==> src/rtl/bus_bridge_pkg.sv <==
// Shared constants for bus_bridge: peripheral page, register offsets and the
// BRIDGE_TIMER_EN build switch (TIMER_EN mirrors it for use in expressions).
package bus_bridge_pkg;

  localparam logic [19:0] PERIPH_PAGE = 20'hFFFFF;

  localparam logic [11:0] OFF_SEG   = 12'h000;
  localparam logic [11:0] OFF_TCNT  = 12'h020;
  localparam logic [11:0] OFF_TCMP  = 12'h024;
  localparam logic [11:0] OFF_TSTAT = 12'h028;
  localparam logic [11:0] OFF_LED   = 12'h060;
  localparam logic [11:0] OFF_SW    = 12'h070;
  localparam logic [11:0] OFF_BTN   = 12'h078;

`ifdef BRIDGE_TIMER_EN
  localparam bit TIMER_EN = 1'b1;
`else
  localparam bit TIMER_EN = 1'b0;
`endif

endpackage

==> src/rtl/bus_bridge_timer.sv <==
// bridge_timer: prescaled 32-bit up-counter with compare match and a sticky
// RW1C status flag. Only instantiated when BRIDGE_TIMER_EN is defined.
module bridge_timer #(
  parameter int TIMER_DIV = 100
) (
  input  logic        clk,
  input  logic        rst,
  input  logic        tcnt_we,
  input  logic        tcmp_we,
  input  logic        tstat_we,
  input  logic [31:0] wdata,
  output logic [31:0] tcnt,
  output logic [31:0] tcmp,
  output logic        tstat
);

  localparam int PW = (TIMER_DIV > 1) ? $clog2(TIMER_DIV) : 1;
  localparam logic [PW-1:0] P_LAST = PW'(TIMER_DIV - 1);

  logic [PW-1:0] p_q, p_d;
  logic [31:0]   tcnt_q, tcnt_d;
  logic [31:0]   tcmp_q, tcmp_d;
  logic          tstat_q, tstat_d;
  logic          tick_s, hit_s;

  // Next-state: a TCNT write overrides that cycle's tick; a match beats a clear.
  always_comb begin
    tick_s = (p_q == P_LAST);
    p_d    = tick_s ? '0 : p_q + PW'(1);
    tcnt_d = tcnt_q;
    hit_s  = 1'b0;
    if (tcnt_we) begin
      p_d    = '0;
      tcnt_d = wdata;
    end else if (tick_s) begin
      tcnt_d = tcnt_q + 32'd1;
      hit_s  = (tcnt_d == tcmp_q);
    end else begin
      tcnt_d = tcnt_q;
    end
    tcmp_d = tcmp_we ? wdata : tcmp_q;
    if (hit_s) begin
      tstat_d = 1'b1;
    end else if (tstat_we && wdata[0]) begin
      tstat_d = 1'b0;
    end else begin
      tstat_d = tstat_q;
    end
  end

  // Timer state registers.
  always_ff @(posedge clk or posedge rst) begin
    if (rst) begin
      p_q     <= '0;
      tcnt_q  <= 32'h0000_0000;
      tcmp_q  <= 32'hFFFF_FFFF;
      tstat_q <= 1'b0;
    end else begin
      p_q     <= p_d;
      tcnt_q  <= tcnt_d;
      tcmp_q  <= tcmp_d;
      tstat_q <= tstat_d;
    end
  end

  assign tcnt  = tcnt_q;
  assign tcmp  = tcmp_q;
  assign tstat = tstat_q;

endmodule

==> src/rtl/bus_bridge.sv <==
// bus_bridge: decodes core bus accesses to DRAM or the peripheral page
// (SEG/LED/SW/BTN, plus timer registers when BRIDGE_TIMER_EN is defined).
module bus_bridge
  import bus_bridge_pkg::*;
#(
  parameter int DRAM_AW   = 16,
  parameter int LED_W     = 24,
  parameter int SW_W      = 24,
  parameter int TIMER_DIV = 100
) (
  input  logic               cpu_clk,
  input  logic               cpu_rst,
  input  logic [31:0]        cpu_addr,
  input  logic               cpu_wen,
  input  logic [31:0]        cpu_wdata,
  output logic [31:0]        cpu_rdata,
  output logic [DRAM_AW-1:0] dram_addr,
  output logic               dram_wen,
  output logic [31:0]        dram_wdata,
  input  logic [31:0]        dram_rdata,
  input  logic [SW_W-1:0]    sw_in,
  input  logic [4:0]         btn_in,
  output logic [LED_W-1:0]   led_out,
  output logic [31:0]        seg_value,
  output logic               timer_irq
);

  logic              page_s, pwen_s;
  logic [11:0]       off_s;
  logic [LED_W-1:0]  led_q, led_d;
  logic [31:0]       seg_q, seg_d;
  logic [SW_W-1:0]   sw_meta_q, sw_sync_q;
  logic [4:0]        btn_meta_q, btn_sync_q;
  logic [31:0]       tcnt_s, tcmp_s;
  logic              tstat_s;

  assign page_s     = (cpu_addr[31:12] == PERIPH_PAGE);
  assign off_s      = cpu_addr[11:0];
  assign pwen_s     = cpu_wen & page_s;
  assign dram_addr  = cpu_addr[DRAM_AW+1:2];
  assign dram_wdata = cpu_wdata;
  assign dram_wen   = cpu_wen & ~page_s;

`ifdef BRIDGE_TIMER_EN
  bridge_timer #(.TIMER_DIV(TIMER_DIV)) u_timer (
    .clk      (cpu_clk),
    .rst      (cpu_rst),
    .tcnt_we  (pwen_s && (off_s == OFF_TCNT)),
    .tcmp_we  (pwen_s && (off_s == OFF_TCMP)),
    .tstat_we (pwen_s && (off_s == OFF_TSTAT)),
    .wdata    (cpu_wdata),
    .tcnt     (tcnt_s),
    .tcmp     (tcmp_s),
    .tstat    (tstat_s)
  );
`else
  assign tcnt_s  = 32'h0000_0000;
  assign tcmp_s  = 32'h0000_0000;
  assign tstat_s = 1'b0;
`endif

  assign timer_irq = tstat_s;

  // Output register write decode.
  always_comb begin
    led_d = led_q;
    seg_d = seg_q;
    if (pwen_s && (off_s == OFF_LED)) begin
      led_d = cpu_wdata[LED_W-1:0];
    end else if (pwen_s && (off_s == OFF_SEG)) begin
      seg_d = cpu_wdata;
    end else begin
      led_d = led_q;
      seg_d = seg_q;
    end
  end

  // Output registers and the two-stage input synchronizers.
  always_ff @(posedge cpu_clk or posedge cpu_rst) begin
    if (cpu_rst) begin
      led_q      <= '0;
      seg_q      <= 32'h0000_0000;
      sw_meta_q  <= '0;
      sw_sync_q  <= '0;
      btn_meta_q <= 5'b00000;
      btn_sync_q <= 5'b00000;
    end else begin
      led_q      <= led_d;
      seg_q      <= seg_d;
      sw_meta_q  <= sw_in;
      sw_sync_q  <= sw_meta_q;
      btn_meta_q <= btn_in;
      btn_sync_q <= btn_meta_q;
    end
  end

  // Combinational read mux; timer offsets read 0 when the timer is absent.
  always_comb begin
    cpu_rdata = 32'h0000_0000;
    if (!page_s) begin
      cpu_rdata = dram_rdata;
    end else begin
      case (off_s)
        OFF_SEG:   cpu_rdata = seg_q;
        OFF_LED:   cpu_rdata = 32'(led_q);
        OFF_SW:    cpu_rdata = 32'(sw_sync_q);
        OFF_BTN:   cpu_rdata = 32'(btn_sync_q);
        OFF_TCNT:  cpu_rdata = tcnt_s;
        OFF_TCMP:  cpu_rdata = tcmp_s;
        OFF_TSTAT: cpu_rdata = {31'd0, tstat_s};
        default:   cpu_rdata = 32'h0000_0000;
      endcase
    end
  end

  assign led_out   = led_q;
  assign seg_value = seg_q;

endmodule

==> config.mk <==
export PLATFORM = sky130hd
export DESIGN_NAME = bus_bridge
export DESIGN_NICKNAME = d
export VERILOG_FILES = /design/src/rtl/bus_bridge_pkg.sv /design/src/rtl/bus_bridge_timer.sv /design/src/rtl/bus_bridge.sv
export SDC_FILE = /design/constraint.sdc
export NUM_CORES = 1
export LEC_CHECK = 0
export BUFFER_PORTS_ARGS = -buffer_cell sky130_fd_sc_hd__buf_2
export CAP_MARGIN = 10
export CORE_ASPECT_RATIO = 0.8
export CORE_MARGIN = 8
export CORE_UTILIZATION = 35
export CTS_CLUSTER_SIZE = 16
export DETAILED_ROUTE_END_ITERATION = 7
export PLACE_DENSITY = 0.67
export REMOVE_ABC_BUFFERS = 1
export SLEW_MARGIN = 20
export SYNTH_ARGS = -nofsm -noshare
export SYNTH_HDL_FRONTEND = slang
export SYNTH_HIERARCHICAL = 1
export SYNTH_SLANG_ARGS = --single-unit
==> constraint.sdc <==
create_clock -name cpu_clk -period 3.5 [get_ports cpu_clk]
set_clock_uncertainty 0.2 [all_clocks]
set_input_delay 0.175 -clock cpu_clk [delete_from_list [all_inputs] [get_ports cpu_clk]]
set_output_delay 0.175 -clock cpu_clk [all_outputs]
set_load 0.02 [all_outputs]
# Word level (Yosys, flattened, before mapping)
# Index checks and enable logic that the tools add are counted.
[totals]
ff_bits = 114
inputBits = 128
wordCells = 20
[classes]
n_eq_ne = 4
n_mux = 2
bitwise = 4
n_reduce_logical = 4
[op_table]
columns = ["operator", "n"]
rows = [
  ["32-bit case mux with 4 select lines", 1],
  ["12-bit by 7-bit == test with 1-bit output (second input constant)", 3],
  ["32-bit 2-to-1 mux", 1],
  ["20-bit == test (second input constant)", 1],
  ["12-bit logical NOT", 1],
  ["1-bit AND", 2],
  ["1-bit logical AND", 2],
  ["1-bit inverter", 2],
  ["2-bit AND reduction", 1],
]

# Depth between registers and ports, before layout
[depth]
word_depth = 5
mapped_depth = 6
mapped_depth_nobuf = 4

# Worst setup path before layout
# No wires, ideal clock.
[synth_timing]
kind = "input to output"
start = "input cpu_addr[8]"
end = "output cpu_rdata[14]"
arrival_time_ns = 1.974
slack_ns = 1.151
stages = 6
n_path_buf = 2
cell_sequence = "or4_4 > or3_1 > buf_2 > buf_2 > a2bb2oi_1 > a21oi_1"
[synth_between]
elab_chain_len = 3
word_cells_on_any_way = 6
classes_between = "eq/ne (3); mux (2); reduce/logical (1)"
[synth_lines]
columns = ["item", "line", "text"]
rows = [
  ["from (decl)", "bus_bridge.sv:13", "input logic [31:0] cpu_addr,"],
  ["12-bit by 7-bit == test with 1-bit output / 12-bit logical NOT (equally long branches)", "bus_bridge.sv:103", "case (off_s)"],
  ["32-bit case mux with 4 select lines (*)", "bus_bridge.sv:103", ""],
  ["32-bit 2-to-1 mux (*)", "bus_bridge.sv:100", "if (!page_s) begin"],
  ["to (decl)", "bus_bridge.sv:16", "output logic [31:0] cpu_rdata,"],
]
# Mark *: on every way between the ends. The rest lies on a longest branch, timed or not.

# Worst setup path in the final report
[layout_timing]
start = "input cpu_addr[11]"
end = "output cpu_rdata[7]"
# Same word-level chain as after synthesis.

==> summary.md <==
| Metric | Value |
|---|---|
| WS Path Type | `in2out` |
| Total chip power | `0.00338 W` |
| CTS Buffer Depth | `2` |
| Setup crit start | `cpu_addr[11]` |
| Detailed-route via count | `4,096` |
| RSZ-0062 raised after global routing | `false` |
| Max-Slew Margin vs Limit | `33.9%` |
| Max-cap violation count | `0` |
| Final cycle utilization of the critical path | `78.5%` |
| Yosys cell types | `29` |
| Layout cells sized above 1 | `56.4%` |
| 1st-iter DRT viols | `155` |
| Slew @ Worst Pin | `0.992 ns` |
| Ports | `266` |
| GR Util All Layers | `17.3%` |
| Hold Fails Final Rpt | `0` |
| Port Buffer Count | `264` |
| CP startpoint kind | `input port` |
| Vias in the first global route | `4,612` |
| Synth Flop Type | `dfrtp_1` |
| R2R setup slack | `2.49 ns` |
| CTS H-tree lvls | `4` |
| Core box area | `0.0142 mm2` |
| CP Capture Type | `output pin` |
| Vias per inst | `4.80` |
| Pin count of the biggest net entering global routing | `57` |
| Root Driver | `clkbuf_16` |
| Power Dens Cells | `456 mW/mm2` |
| Min Tclk post-route | `2.75 ns` |
| P_leak | `3.93 nW` |
| Cell Rows | `39` |
| Post-CTS setup buffer count | `0` |
| First-pass GRT wire length | `24,600 um` |
| Flops & latches, synth | `114` |
| Final slew viol count | `0` |
| Most frequent cells in the layout | `buf_2, dfrtp_1, dlygate4sd3_1, mux2_2, a21oi_1` |
| ANT cells | `0` |
| Reg2reg start | `seg_value[25]` |
| Die Area | `0.0185 mm2` |
| Register area share after synthesis | `56.8%` |
| Synth-to-layout area growth | `47.5%` |
| Initial antenna violation count | `0` |
| Fin cells | `853` |
| ANT nets after route | `0` |
| Reg2Reg Capture Point | `seg_value[25]` |
| Clock Latency Late Sink | `0.40 ns` |
| Worst setup path endpoint | `cpu_rdata[7]` |
| Setup violators final | `0` |
| Total number of yosys warnings | `6` |
| Starting Density | `35.5%` |
| Global route overflow | `0` |
| Final core utilization | `52.4%` |
| Outcome | `complete, no violations` |
| Detailed Place HPWL | `11,900 um` |
| Placer Congestion | `0.894` |
| Arrival @ worst endpoint | `2.37 ns` |
| Hold crit path type | `in2reg` |
| Mapped cell area | `0.00502 mm2` |
| Worst Path Max Fanout | `19` |
| Mean post-synth cell area | `13.6 um2` |
| Commonest non-fill, non-tap cell in the layout | `buf_2` |
| Post-CTS sizing | `0` |
| Die Width | `150 um` |
| Worst vdd ir | `0.294 mV` |
| Total length of routed wires | `16,300 um` |
| First-pass detailed-route iteration total | `4` |
| Placed insts | `759` |
| Clock sink count | `114` |
| Setup TNS | `0 ns` |
| Post-route DRC | `0` |
| R2r worst-path depth | `1` |
| Routed len/inst | `19.1 um` |
| EDFF count, synth | `0` |
| Fmax achieved | `364 MHz` |
| Asr flop ratio synth | `100%` |
| TritonCTS Buffers | `17` |
| CP Data Required Time | `3.12 ns` |
| Cells after synthesis | `369` |
| Clock-pin slew on the worst setup and hold paths | `0.06 ns` |
| Nets | `784` |
| Die H | `123 um` |
| CTS tree | `yes` |
[power by group]
part | switching, W | total [W] | internal, W
clock network | 0.000596 | 0.00168 | 0.00108
logic | 0.000182 | 0.000341 | 0.000159
registers | 0.00000834 | 0.00136 | 0.00135
total | 0.000786 | 0.00338 | 0.00259
[worst max-delay path: stages]
cell and delay (ns):
buf_2 0.12, or4_4 0.57, or3_1 0.81, a2bb2oi_1 0.27, a21oi_1 0.21, buf_2 0.20
[cell type report]
type                    instances  area (um2)
repair buffers                337        2020
inverters                       7        28.8
well taps                     184         230
clock inverters                13         135
flip-flops and latches        114        2850
fillers                      1224        6740
multi-input cells             179        1690
clock buffers                  19         453
[synthesized netlist by cell type (5+ instances only)]
cell type	n	area, um2
mux2_4	20	300
inv_1	7	26.3
clkbuf_1	11	41.3
a2bb2oi_1	19	166
dfrtp_1	114	2850
buf_4	49	368
buf_2	6	30.0
mux2i_1	24	240
mux2_2	41	462
a222oi_1	5	50.1
a21oi_1	38	190
nand4_1	6	37.5
a32o_1	8	80.1
[cell families (layout without fill, tap and decap cells)]
family | after synthesis | in the layout | synth area share (%)
mux | 85 | 85 | 20.0
simple gates | 23 | 23 | 3.71
flops | 114 | 114 | 56.8
buf+inv | 76 | 376 | 9.79
compound gates | 70 | 70 | 9.69
other cells | 1 | 1 | 0.0746
[sequential cells by signal (all words and copies together) (netlist names)]
register	count
seg_value	32
led_out	24
sw_meta_q	24
sw_sync_q	24
btn_meta_q	5
btn_sync_q	5
[metrics by stage]
| step | setup slack (ns) | hold WS, ns | instance area, um2 |
|---|---|---|---|
| floorplan | 0.0344 | 0.00643 | 4560 |
| global route | 0.681 | 0.151 | 7410 |
| finish | 0.754 | 0.144 | 7410 |
| detailed placement | 0.730 | 0.0843 | 6200 |
| global placement | 0.779 | 0.0829 | 6200 |
| CTS | 0.730 | 0.130 | 7410 |
[how the worst min path moves through the flow]
stage / cells past startpoint / from / slack, ns / to
after floorplan: 0 / btn_in[0] / 0.006 / btn_meta_q[0]
after global placement: 1 / sw_in[7] / 0.08 / sw_meta_q[7]
after detailed placement: 1 / sw_in[7] / 0.08 / sw_meta_q[7]
after CTS: 3 / cpu_wen / 0.13 / led_out[12]
after global routing: 3 / cpu_wen / 0.15 / led_out[12]
final: 3 / cpu_wen / 0.14 / led_out[2]
[routing by layer]
| metal | part of all wire, % | vias up | global-route usage [%] |
|---|---|---|---|
| met5 | 0 | - | 0 |
| met1 | 39 | 1993 | 19.3 |
| met4 | 1.3 | 0 | 5.92 |
| met3 | 10 | 17 | 6.58 |
| met2 | 50 | 212 | 30.1 |
| li1 | - | 1874 | - |
[what timing repair did]
action / CTS / global route
setup endpoints to repair: 0 / 0
hold buffers: 62 / 0
hold endpoints to repair: 139 / 0
No activity file was read; power rests on OpenSTA's default activity.
